==> src/rtl/cdic_clock_pkg.sv <==
// cdic_clock_pkg
//   Shared constants and types for the CDIC fractional tick generator.
//   - kTickNumCh / kTickAccW : default channel count and accumulator width
//   - tick_ratio_t           : num/den pair describing one tick rate
//   - kTickDefaults          : reset ratios for the 75 Hz sector, 37.8 kHz,
//                              44.1 kHz and 45 kHz MPEG streams (30 MHz clock)
//   - tick_default()         : reset ratio for any channel index; channels
//                              beyond the named ones reuse the sector rate
package cdic_clock_pkg;

    localparam int kTickNumCh = 4;
    localparam int kTickAccW  = 20;

    localparam int kTickSector = 0;
    localparam int kTickS37    = 1;
    localparam int kTickS44    = 2;
    localparam int kTickMpeg45 = 3;

    typedef struct packed {
        logic [kTickAccW-1:0] num;
        logic [kTickAccW-1:0] den;
    } tick_ratio_t;

    localparam tick_ratio_t kTickDefaults [4] = '{
        '{num: 20'd1,   den: 20'd400000},  // 75 Hz
        '{num: 20'd63,  den: 20'd50000},   // 37.8 kHz
        '{num: 20'd147, den: 20'd100000},  // 44.1 kHz
        '{num: 20'd3,   den: 20'd2000}     // 45 kHz
    };

    function automatic tick_ratio_t tick_default(input int ch);
        if (ch >= 0 && ch < 4) return kTickDefaults[ch];
        return kTickDefaults[kTickSector];
    endfunction

endpackage

==> src/rtl/cdic_frac_divider.sv <==
// cdic_frac_divider
//   One fractional tick channel: acc += num each enabled cycle, and whenever
//   the sum reaches den, den is subtracted and a registered one-cycle tick
//   is emitted. Long-term rate is exactly clk * num / den.
//   Ports:
//     clk_i, reset_i     clock, synchronous active-high reset
//     en_i               run enable; acc holds while low
//     clr_i              clear acc and suppress tick (resync)
//     load_i             accept new num/den; also clears acc, suppresses tick
//     lock_i             force acc to 0 after this cycle's compare
//     cfg_num_i/den_i    ratio to load
//     hit_o              combinational: tick will be registered this edge
//     tick_o             registered tick pulse
module cdic_frac_divider #(
    parameter int              ACC_W   = 20,
    parameter logic [ACC_W-1:0] NUM_RST = '0,
    parameter logic [ACC_W-1:0] DEN_RST = '1
) (
    input  logic             clk_i,
    input  logic             reset_i,
    input  logic             en_i,
    input  logic             clr_i,
    input  logic             load_i,
    input  logic             lock_i,
    input  logic [ACC_W-1:0] cfg_num_i,
    input  logic [ACC_W-1:0] cfg_den_i,
    output logic             hit_o,
    output logic             tick_o
);

    logic [ACC_W-1:0] num_q, num_d;
    logic [ACC_W-1:0] den_q, den_d;
    logic [ACC_W-1:0] acc_q, acc_d;
    logic             tick_q, tick_d;

    // One extra bit so acc + num can never wrap before the compare.
    logic [ACC_W:0] sum;
    logic [ACC_W:0] diff;
    logic           ge;

    assign sum  = {1'b0, acc_q} + {1'b0, num_q};
    assign diff = sum - {1'b0, den_q};
    assign ge   = (sum >= {1'b0, den_q});

    assign hit_o = en_i & ~clr_i & ~load_i & ge;

    always_comb begin
        num_d  = num_q;
        den_d  = den_q;
        acc_d  = acc_q;
        tick_d = 1'b0;
        if (clr_i || load_i) begin
            acc_d = '0;
            if (load_i) begin
                num_d = cfg_num_i;
                den_d = cfg_den_i;
            end
        end else if (en_i) begin
            if (ge) begin
                acc_d  = diff[ACC_W-1:0];
                tick_d = 1'b1;
            end else begin
                acc_d = sum[ACC_W-1:0];
            end
            // Phase lock re-zeroes acc but keeps this cycle's own tick.
            if (lock_i) acc_d = '0;
        end
    end

    always_ff @(posedge clk_i) begin
        if (reset_i) begin
            num_q  <= NUM_RST;
            den_q  <= DEN_RST;
            acc_q  <= '0;
            tick_q <= 1'b0;
        end else begin
            num_q  <= num_d;
            den_q  <= den_d;
            acc_q  <= acc_d;
            tick_q <= tick_d;
        end
    end

    assign tick_o = tick_q;

endmodule

==> src/rtl/cdic_frac_tick_gen.sv <==
// cdic_frac_tick_gen
//   Multi-channel fractional tick generator. Each channel emits one-cycle
//   ticks at an exact average rate of clk * num / den, so all CDIC audio,
//   sector and MPEG rates come from the single system clock.
//   Ports:
//     clk_i, reset_i     clock, synchronous active-high reset
//     ch_en_i            per-channel run enable
//     resync_i           clear all accumulators, suppress all ticks
//     lock_mask_i        channels re-phased on every channel-0 tick (bit 0 unused)
//     cfg_we_i           ratio write strobe for channel cfg_ch_i
//     cfg_num_i/den_i    new ratio; accepted only if 0 < num < den
//     cfg_err_o          registered pulse: previous write rejected
//     tick_o             registered tick pulses
//   Build option: CDIC_TICK_LOCK_EN enables phase locking to channel 0;
//   without it lock_mask_i is ignored.
module cdic_frac_tick_gen
    import cdic_clock_pkg::*;
#(
    parameter int NUM_CH = kTickNumCh,
    parameter int ACC_W  = kTickAccW,
    localparam int CH_W  = (NUM_CH > 1) ? $clog2(NUM_CH) : 1
) (
    input  logic              clk_i,
    input  logic              reset_i,
    input  logic [NUM_CH-1:0] ch_en_i,
    input  logic              resync_i,
    input  logic [NUM_CH-1:0] lock_mask_i,
    input  logic              cfg_we_i,
    input  logic [CH_W-1:0]   cfg_ch_i,
    input  logic [ACC_W-1:0]  cfg_num_i,
    input  logic [ACC_W-1:0]  cfg_den_i,
    output logic              cfg_err_o,
    output logic [NUM_CH-1:0] tick_o
);

    logic              cfg_valid;
    logic              cfg_err_q, cfg_err_d;
    logic [NUM_CH-1:0] load;
    logic [NUM_CH-1:0] lock;
    logic [NUM_CH-1:0] hit;

    assign cfg_valid = (cfg_num_i != '0) && (cfg_num_i < cfg_den_i)
                     && (int'(cfg_ch_i) < NUM_CH);

    // A rejected write is reported even during resync; a valid write that
    // collides with resync is dropped, since resync outranks configuration.
    assign cfg_err_d = cfg_we_i & ~cfg_valid;

    always_ff @(posedge clk_i) begin
        if (reset_i) cfg_err_q <= 1'b0;
        else         cfg_err_q <= cfg_err_d;
    end

    assign cfg_err_o = cfg_err_q;

    for (genvar i = 0; i < NUM_CH; i++) begin : g_ch
        localparam tick_ratio_t kDef = tick_default(i);

        assign load[i] = cfg_we_i & cfg_valid & ~resync_i
                       & (cfg_ch_i == CH_W'(i));

`ifdef CDIC_TICK_LOCK_EN
        // Channel 0 is the phase reference; its hit re-zeroes locked peers
        // on the same edge so their next tick lands ceil(den/num) later.
        if (i == 0) begin : g_ref
            assign lock[i] = 1'b0;
        end else begin : g_lock
            assign lock[i] = lock_mask_i[i] & hit[0];
        end
`else
        assign lock[i] = 1'b0;
`endif

        cdic_frac_divider #(
            .ACC_W   (ACC_W),
            .NUM_RST (ACC_W'(kDef.num)),
            .DEN_RST (ACC_W'(kDef.den))
        ) u_div (
            .clk_i     (clk_i),
            .reset_i   (reset_i),
            .en_i      (ch_en_i[i]),
            .clr_i     (resync_i),
            .load_i    (load[i]),
            .lock_i    (lock[i]),
            .cfg_num_i (cfg_num_i),
            .cfg_den_i (cfg_den_i),
            .hit_o     (hit[i]),
            .tick_o    (tick_o[i])
        );
    end

endmodule

==> config.mk <==
export PLATFORM = sky130hd
export DESIGN_NAME = cdic_frac_tick_gen
export DESIGN_NICKNAME = d
export VERILOG_FILES = /design/src/rtl/cdic_clock_pkg.sv /design/src/rtl/cdic_frac_divider.sv /design/src/rtl/cdic_frac_tick_gen.sv
export SDC_FILE = /design/constraint.sdc
export NUM_CORES = 1
export LEC_CHECK = 0
export CORE_MARGIN = 5
export CORE_UTILIZATION = 30
export CTS_BUF_LIST = sky130_fd_sc_hd__clkbuf_16
export CTS_CLUSTER_SIZE = 10
export DETAILED_ROUTE_END_ITERATION = 6
export GPL_TIMING_DRIVEN = 0
export PLACE_DENSITY = 0.51
export SYNTH_ARGS = -nofsm -noshare
export SYNTH_HDL_FRONTEND = slang
export SYNTH_SLANG_ARGS = --single-unit
==> constraint.sdc <==
create_clock -name clk_i -period 4.5 [get_ports clk_i]
set_input_delay 0.9 -clock clk_i [delete_from_list [all_inputs] [get_ports clk_i]]
set_output_delay 0.9 -clock clk_i [all_outputs]
set_load 0.01 [all_outputs]
== Yosys cells after proc, flatten, opt, wreduce, memory -nomap -nowiden ==
Cells that the tools add are included.
Operators by class
  $add $sub $neg: 8
  magnitude comparators: 5
  equal/unequal tests: 3
  mux-type cells: 8
  bitwise gates (word level): 13
  reductions and logical operators: 19
Operators by type and width (number)
  $add A20 B20 Y21: 4
  $ge A21 B20 Y1: 4
  $mux W20: 4
  $sub A20 B20 Y20: 4
  $lt A20 B20 Y1: 1
  $reduce_bool A20 Y1: 1
  $reduce_or A3 Y1: 4
  $reduce_and A2 Y1: 4
  $reduce_or A2 Y1: 4
  $and A1 B1 Y1: 7
  $not A1 Y1: 6
  $eq A2 B2 Y1 const B: 2
  $logic_or A1 B1 Y1: 4
  $mux W1: 4
  $eq A2 B1 Y1 const B: 1
  $logic_not A2 Y1: 1
  $logic_and A1 B1 Y1: 1
Word-level totals
  flip-flop bits (word level): 245
  bits of input ports: 54
  output and inout port bits: 5
  word-level logic and storage cells: 73

== Depth between registers and ports, before layout ==
  depth in word-level cells: 7
  mapped depth: 21
  gate-level depth less buffers: 20

== Cells and area by module ==
A second synthesis with hierarchy kept.
Second synthesis, totals
  cell total of the unflattened synthesis: 2161
  area, all modules: 17769.5 sq um
By module, submodules not included
  cdic_frac_divider (g_ch[1].u_div ...): instances 2, cells each 514, area an instance 4210.3 sq um, seq. area each 1221.2 sq um
  cdic_frac_divider (g_ch[3].u_div): instances 1, cells each 535, area an instance 4418.0 sq um, seq. area each 1221.2 sq um
  cdic_frac_divider (g_ch[0].u_div): instances 1, cells each 515, area an instance 4312.9 sq um, seq. area each 1221.2 sq um
  cdic_frac_tick_gen: instances 1, cells each 83, area an instance 618.1 sq um, seq. area each 20.0 sq um

== Worst setup path before layout ==
Ideal clock, no wire load.
  path kind: register to register
  from: reg g_ch[1].u_div.acc_q[1]
  to: reg g_ch[1].u_div.acc_q[6]
  setup time: 0.086 ns
  arrival: 4.608 ns
  data required time: 4.414 ns
  setup slack: -0.193 ns
  cell stages (with the launch flop): 20
  buffers on the path: 1
  clock period less this slack: 4.693 ns
  cells stage by stage: dfxtp_1 ha_1 a211oi_1 nor2_1 o41a_1 o41a_1 a221oi_1 nand3_1 xor2_1 ha_1 inv_1 nor2_1 o21a_1 o41a_1 a31o_2 o21ai_1 nand2_1 buf_4 mux2i_1 a211oi_1
On the way
  cells in the longest elaborated chain, start to end: 3
  elaborated cells between the ends (all ways): 4
  classes of those cells: 2 x add/sub; 1 x order compare; 1 x mux
Ends and longest elaborated chain
  start: declaration: line cdic_frac_divider.sv:33  | logic [ACC_W-1:0] acc_q, acc_d;
  start signal: assignment: line cdic_frac_divider.sv:74  | acc_q <= '0;
  start signal: assignment: line cdic_frac_divider.sv:79  | acc_q <= acc_d;
  $add A20 B20 Y21 (*): line cdic_frac_divider.sv:41  | assign sum = {1'b0, acc_q} + {1'b0, num_q};
  $sub A20 B20 Y20 or $ge A21 B20 Y1 (tied branches): line cdic_frac_divider.sv:42, cdic_frac_divider.sv:43
  $mux W20 (*): line cdic_frac_divider.sv:59  | if (ge) begin
Mark *: on every way between the ends. The rest lies on a longest branch, timed or not.
A chain may end at the register's enable or synchronous reset.

== Final worst setup path ==
  from: reg g_ch[1].u_div.num_q[1]
  to: reg g_ch[1].u_div.acc_q[14]
On the way
  cells in the longest elaborated chain, start to end: 3
  elaborated cells between the ends (all ways): 4
  classes of those cells: 2 x add/sub; 1 x order compare; 1 x mux
Ends and longest elaborated chain
  start: declaration: line cdic_frac_divider.sv:31  | logic [ACC_W-1:0] num_q, num_d;
  start signal: assignment: line cdic_frac_divider.sv:77  | num_q <= num_d;
  $add A20 B20 Y21 (*): line cdic_frac_divider.sv:41
  $sub A20 B20 Y20 or $ge A21 B20 Y1 (tied branches): line cdic_frac_divider.sv:42, cdic_frac_divider.sv:43
  $mux W20 (*): line cdic_frac_divider.sv:59
Marked as above.

==> metrics.cfg <==
[critical_path]
criticalPathCategory=reg -> reg
timing.rr.start=g_ch[1].u_div.num_q[1]$_SDFFE_PP1P_
start_kind=register
cp_cell_sequence=ha_4 -> a211oi_2 -> nor2_2 -> o41a_1 -> o41a_1 -> a311o_1 -> a21oi_2 -> xnor2_2 -> ha_2 -> a21oi_2 -> nor2_1 -> o21a_1 -> o41a_1 -> a31o_2 -> o21ai_4 -> nand2_4 -> clkbuf_16 -> mux2i_1 -> a211oi_2
r2r-end=g_ch[1].u_div.acc_q[14]$_SDFFE_PP0P_
cp_data_arrival_time_ns=4.99
worstPathBufferInverterCount=1
slowest_stage=o41a_1
ff2ff_setup_slack_ns=-0.05
cp.depth=19
critical_path.top_delay_family=compound AO/OA/AOI/OAI gates
required_ns=4.94
crit_path_end_kind=register
cp-endpoint=g_ch[1].u_div.acc_q[14]$_SDFFE_PP0P_
cp_slowest_stage_delay_ns=0.40
crit_top_cell=o41a_1
worstPathMaxFanout=5
r2r_cells=19
critPathLaunch=g_ch[1].u_div.num_q[1]$_SDFFE_PP1P_

[global_routing]
grt.total_usage=0.186
grt-ovfl-total=0
first_global_vias=16061
grt_first_pass_wirelength_mm=93.9
grt_antenna_before_repair=2
grt_max_degree=16

[sta]
fin_hold_ws_ns=0.457
drv_slew=0
setup_violations=13
max_slew_margin=0.473
fin_crit_sh=1.01
rsz0062_at_grt=yes
fin_skew_ns=0.0186
fmax_ghz=0.220
worstMarginPinSlew_ns=0.791
period_minus_slack_ns=4.55
fin_ws_ns=-0.0480
hold_viol=0

[synthesis]
synth_edf_count=0
syn-num-nets=2445
synthTopCellsByCount=nor2_1, dfxtp_1, a21oi_1
synth_compound_area_frac=0.227
synth_top_cell_by_area=dfxtp_1
synth_mux_area_frac=0.0594
netlist_top_cells_area=dfxtp_1, ha_1, nor2_1
yosys.area_share.xor_xnor=0.0593
ys.warnings.count=0
yosysMostFrequentCell=nor2_1
synth_flop_cell=dfxtp_1
syn_area_sq_um=17600
synth_simple_gate_area_frac=0.180
ys_ff_latch=245
synth_cells=2204
synth_cell_types=77
yosys.area_share.adder=0.136
synth_top_family_by_area=compound AO/OA/AOI/OAI gates
syn_avg_cell_area_sq_um=7.98
synth_top_area_frac=0.279
ys_seq_area_frac=0.279
async_flop_share=0

[floorplanning]
initial_core_util=0.304
row_count=88
die_w_microns=252
die_y_microns=252
design.portCount=59
die-area_sq_um=63600
core_sq_um=57900

[place]
dp_hpwl_mm=46.4
dp_slack_ns=-0.835
globalplace.congestion=0.907
portBuffers=48

[power_and_ir_drop]
seq_power_share=0.338
p_int_w=0.00457
ir_drop_mv=0.290
swShare=0.325
comb_power_share=0.312
power_density_nw_per_um2=310
p_leak_nw=9.38
power.share.clock=0.350
p_sw_w=0.00220

[flow_run]
maxCapViolCount=0

[routing]
drtIter0Drc=990
dr.pass1.iters=7
wl_mm=62.3
ant_nets=0
vias=16656
wl_per_cell_microns=19.8
via_per_inst=5.30
drc=0

[layout]
antenna_cells=0
layout.nets=2602
drive_gt1_frac=0.144
area_growth_pct=24.2
fillCellCount=6010

[hold_path]
hp-class=reg -> reg

[status]
violations=setup timing
outcome=finished, violations left

[clocking]
cts_tree=built
clkSinkCount=245
clkTransAtPathRegs_ns=0.05
clk_path_buf_depth=3
cts-root-buf=clkbuf_16
holdBufCountCts=0
clkLatencyLatePin_ns=0.59
cts_buffers=31
htreeDepth=1

## worst min path at each step
stage / slack (ns) / start / cells past startpoint / endpoint
floorplan: 0.44 / g_ch[0].u_div.den_q[11]$_SDFFE_PP1P_ / 1 / g_ch[0].u_div.den_q[11]$_SDFFE_PP1P_
global placement: 0.45 / g_ch[1].u_div.den_q[13]$_SDFFE_PP0P_ / 2 / g_ch[1].u_div.den_q[13]$_SDFFE_PP0P_
detailed placement: 0.45 / g_ch[1].u_div.den_q[12]$_SDFFE_PP0P_ / 2 / g_ch[1].u_div.den_q[12]$_SDFFE_PP0P_
CTS: 0.46 / g_ch[1].u_div.den_q[2]$_SDFFE_PP0P_ / 2 / g_ch[1].u_div.den_q[2]$_SDFFE_PP0P_
global route: 0.48 / g_ch[3].u_div.den_q[8]$_SDFFE_PP1P_ / 1 / g_ch[3].u_div.den_q[8]$_SDFFE_PP1P_
finish: 0.46 / g_ch[3].u_div.den_q[11]$_SDFFE_PP0P_ / 2 / g_ch[3].u_div.den_q[11]$_SDFFE_PP0P_
## flip-flops by register name (all words and copies together) (netlist names)
signal	count
cfg_err_o	1
g_ch.u_div.num_q	80
g_ch.u_div.den_q	80
g_ch.u_div.acc_q	80
g_ch.u_div.tick_o	4
## worst reg2reg max path: cells and delay by family, from the launching register on
family / cells / cell delay [ns]
AO/OA/AOI/OAI: 11 / 2.83
XOR/XNOR: 1 / 0.11
adder cells (fa/ha/maj): 2 / 0.46
buffers and inverters: 1 / 0.18
flip-flops: 1 / 0.36
multiplexers: 1 / 0.21
AND/OR/NAND/NOR: 3 / 0.25
## final cells by class
type | count | area, sq um | share of cell area
clock buffers | 31 | 776 | 0.0355
plain buffers | 89 | 577 | 0.0264
flip-flops and latches | 245 | 4930 | 0.226
inverters | 149 | 559 | 0.0256
clock inverters | 18 | 155 | 0.00710
well taps | 765 | 957 | 0.0438
repair buffers | 127 | 1150 | 0.0525
multi-input cells | 1718 | 12700 | 0.583
## stage by stage
stage          instances  instance area (sq um)  utilization  TNS [ns]  power [W]
5_1_grt             3142                  21800        0.377     -3.84    0.00712
2_1_floorplan       2204                  17600            -         0    0.00353
4_1_cts             3108                  20900        0.361    -0.630    0.00665
3_3_place_gp        3017                  19000        0.329    -52.49    0.00399
3_5_place_dp        3017                  19000        0.329    -58.94    0.00400
6_report            3142                  21800        0.377    -0.246    0.00678
## power by group through the flow
stage	logic, W	registers (W)	clock network [W]
finish	0.00211	0.00229	0.00237
global placement	0.00166	0.00233	0
floorplan	0.00121	0.00232	0
CTS	0.00192	0.00229	0.00244
detailed placement	0.00167	0.00233	0
global route	0.00230	0.00230	0.00253
## per-layer routing
layer	part of all wire	GRT usage	vias up	wire length, microns
met5	0	0	-	0
met4	0.034	0.0524	0	2110
met3	0.062	0.0268	109	3880
met2	0.45	0.304	426	28000
met1	0.45	0.256	7933	28300
li1	-	-	8188	-
## layout by cell type (no fill, tap or decap), types with 13 or more instances in the layout
cell / count
nor2_1: 276
dfxtp_1: 229
nand2_1: 206
a21oi_1: 194
ha_1: 157
inv_1: 154
mux2i_1: 96
xnor2_1: 77
buf_4: 75
a211oi_1: 69
o21ai_0: 53
clkbuf_1: 48
clkdlybuf4s50_1: 48
a21o_1: 46
xor2_1: 37
a211o_1: 36
clkbuf_16: 34
nand3_1: 29
nor3_1: 26
o21a_1: 24
buf_2: 22
nand4_1: 19
ha_4: 19
nand2b_1: 18
a211oi_2: 16
o211ai_1: 15
dfxtp_2: 15
and3_1: 14
nor2b_1: 14
a21oi_2: 13
## logic make-up after synthesis
family | Yosys count
AO/OA/AOI/OAI | 602
XOR/XNOR | 119
adder cells (fa/ha/maj) | 187
buffers and inverters | 243
flip-flops | 245
multiplexers | 104
AND/OR/NAND/NOR | 704
## timing repair
| item | 4_1_cts | 5_1_grt |
|---|---|---|
| cloned | 5 | 4 |
| setup endpoints to repair | 84 | 83 |
| resized for setup | 128 | 132 |
| pin swaps | 66 | 79 |
| buffers inserted | 41 | 31 |
(Power assumes the default switching activity.)
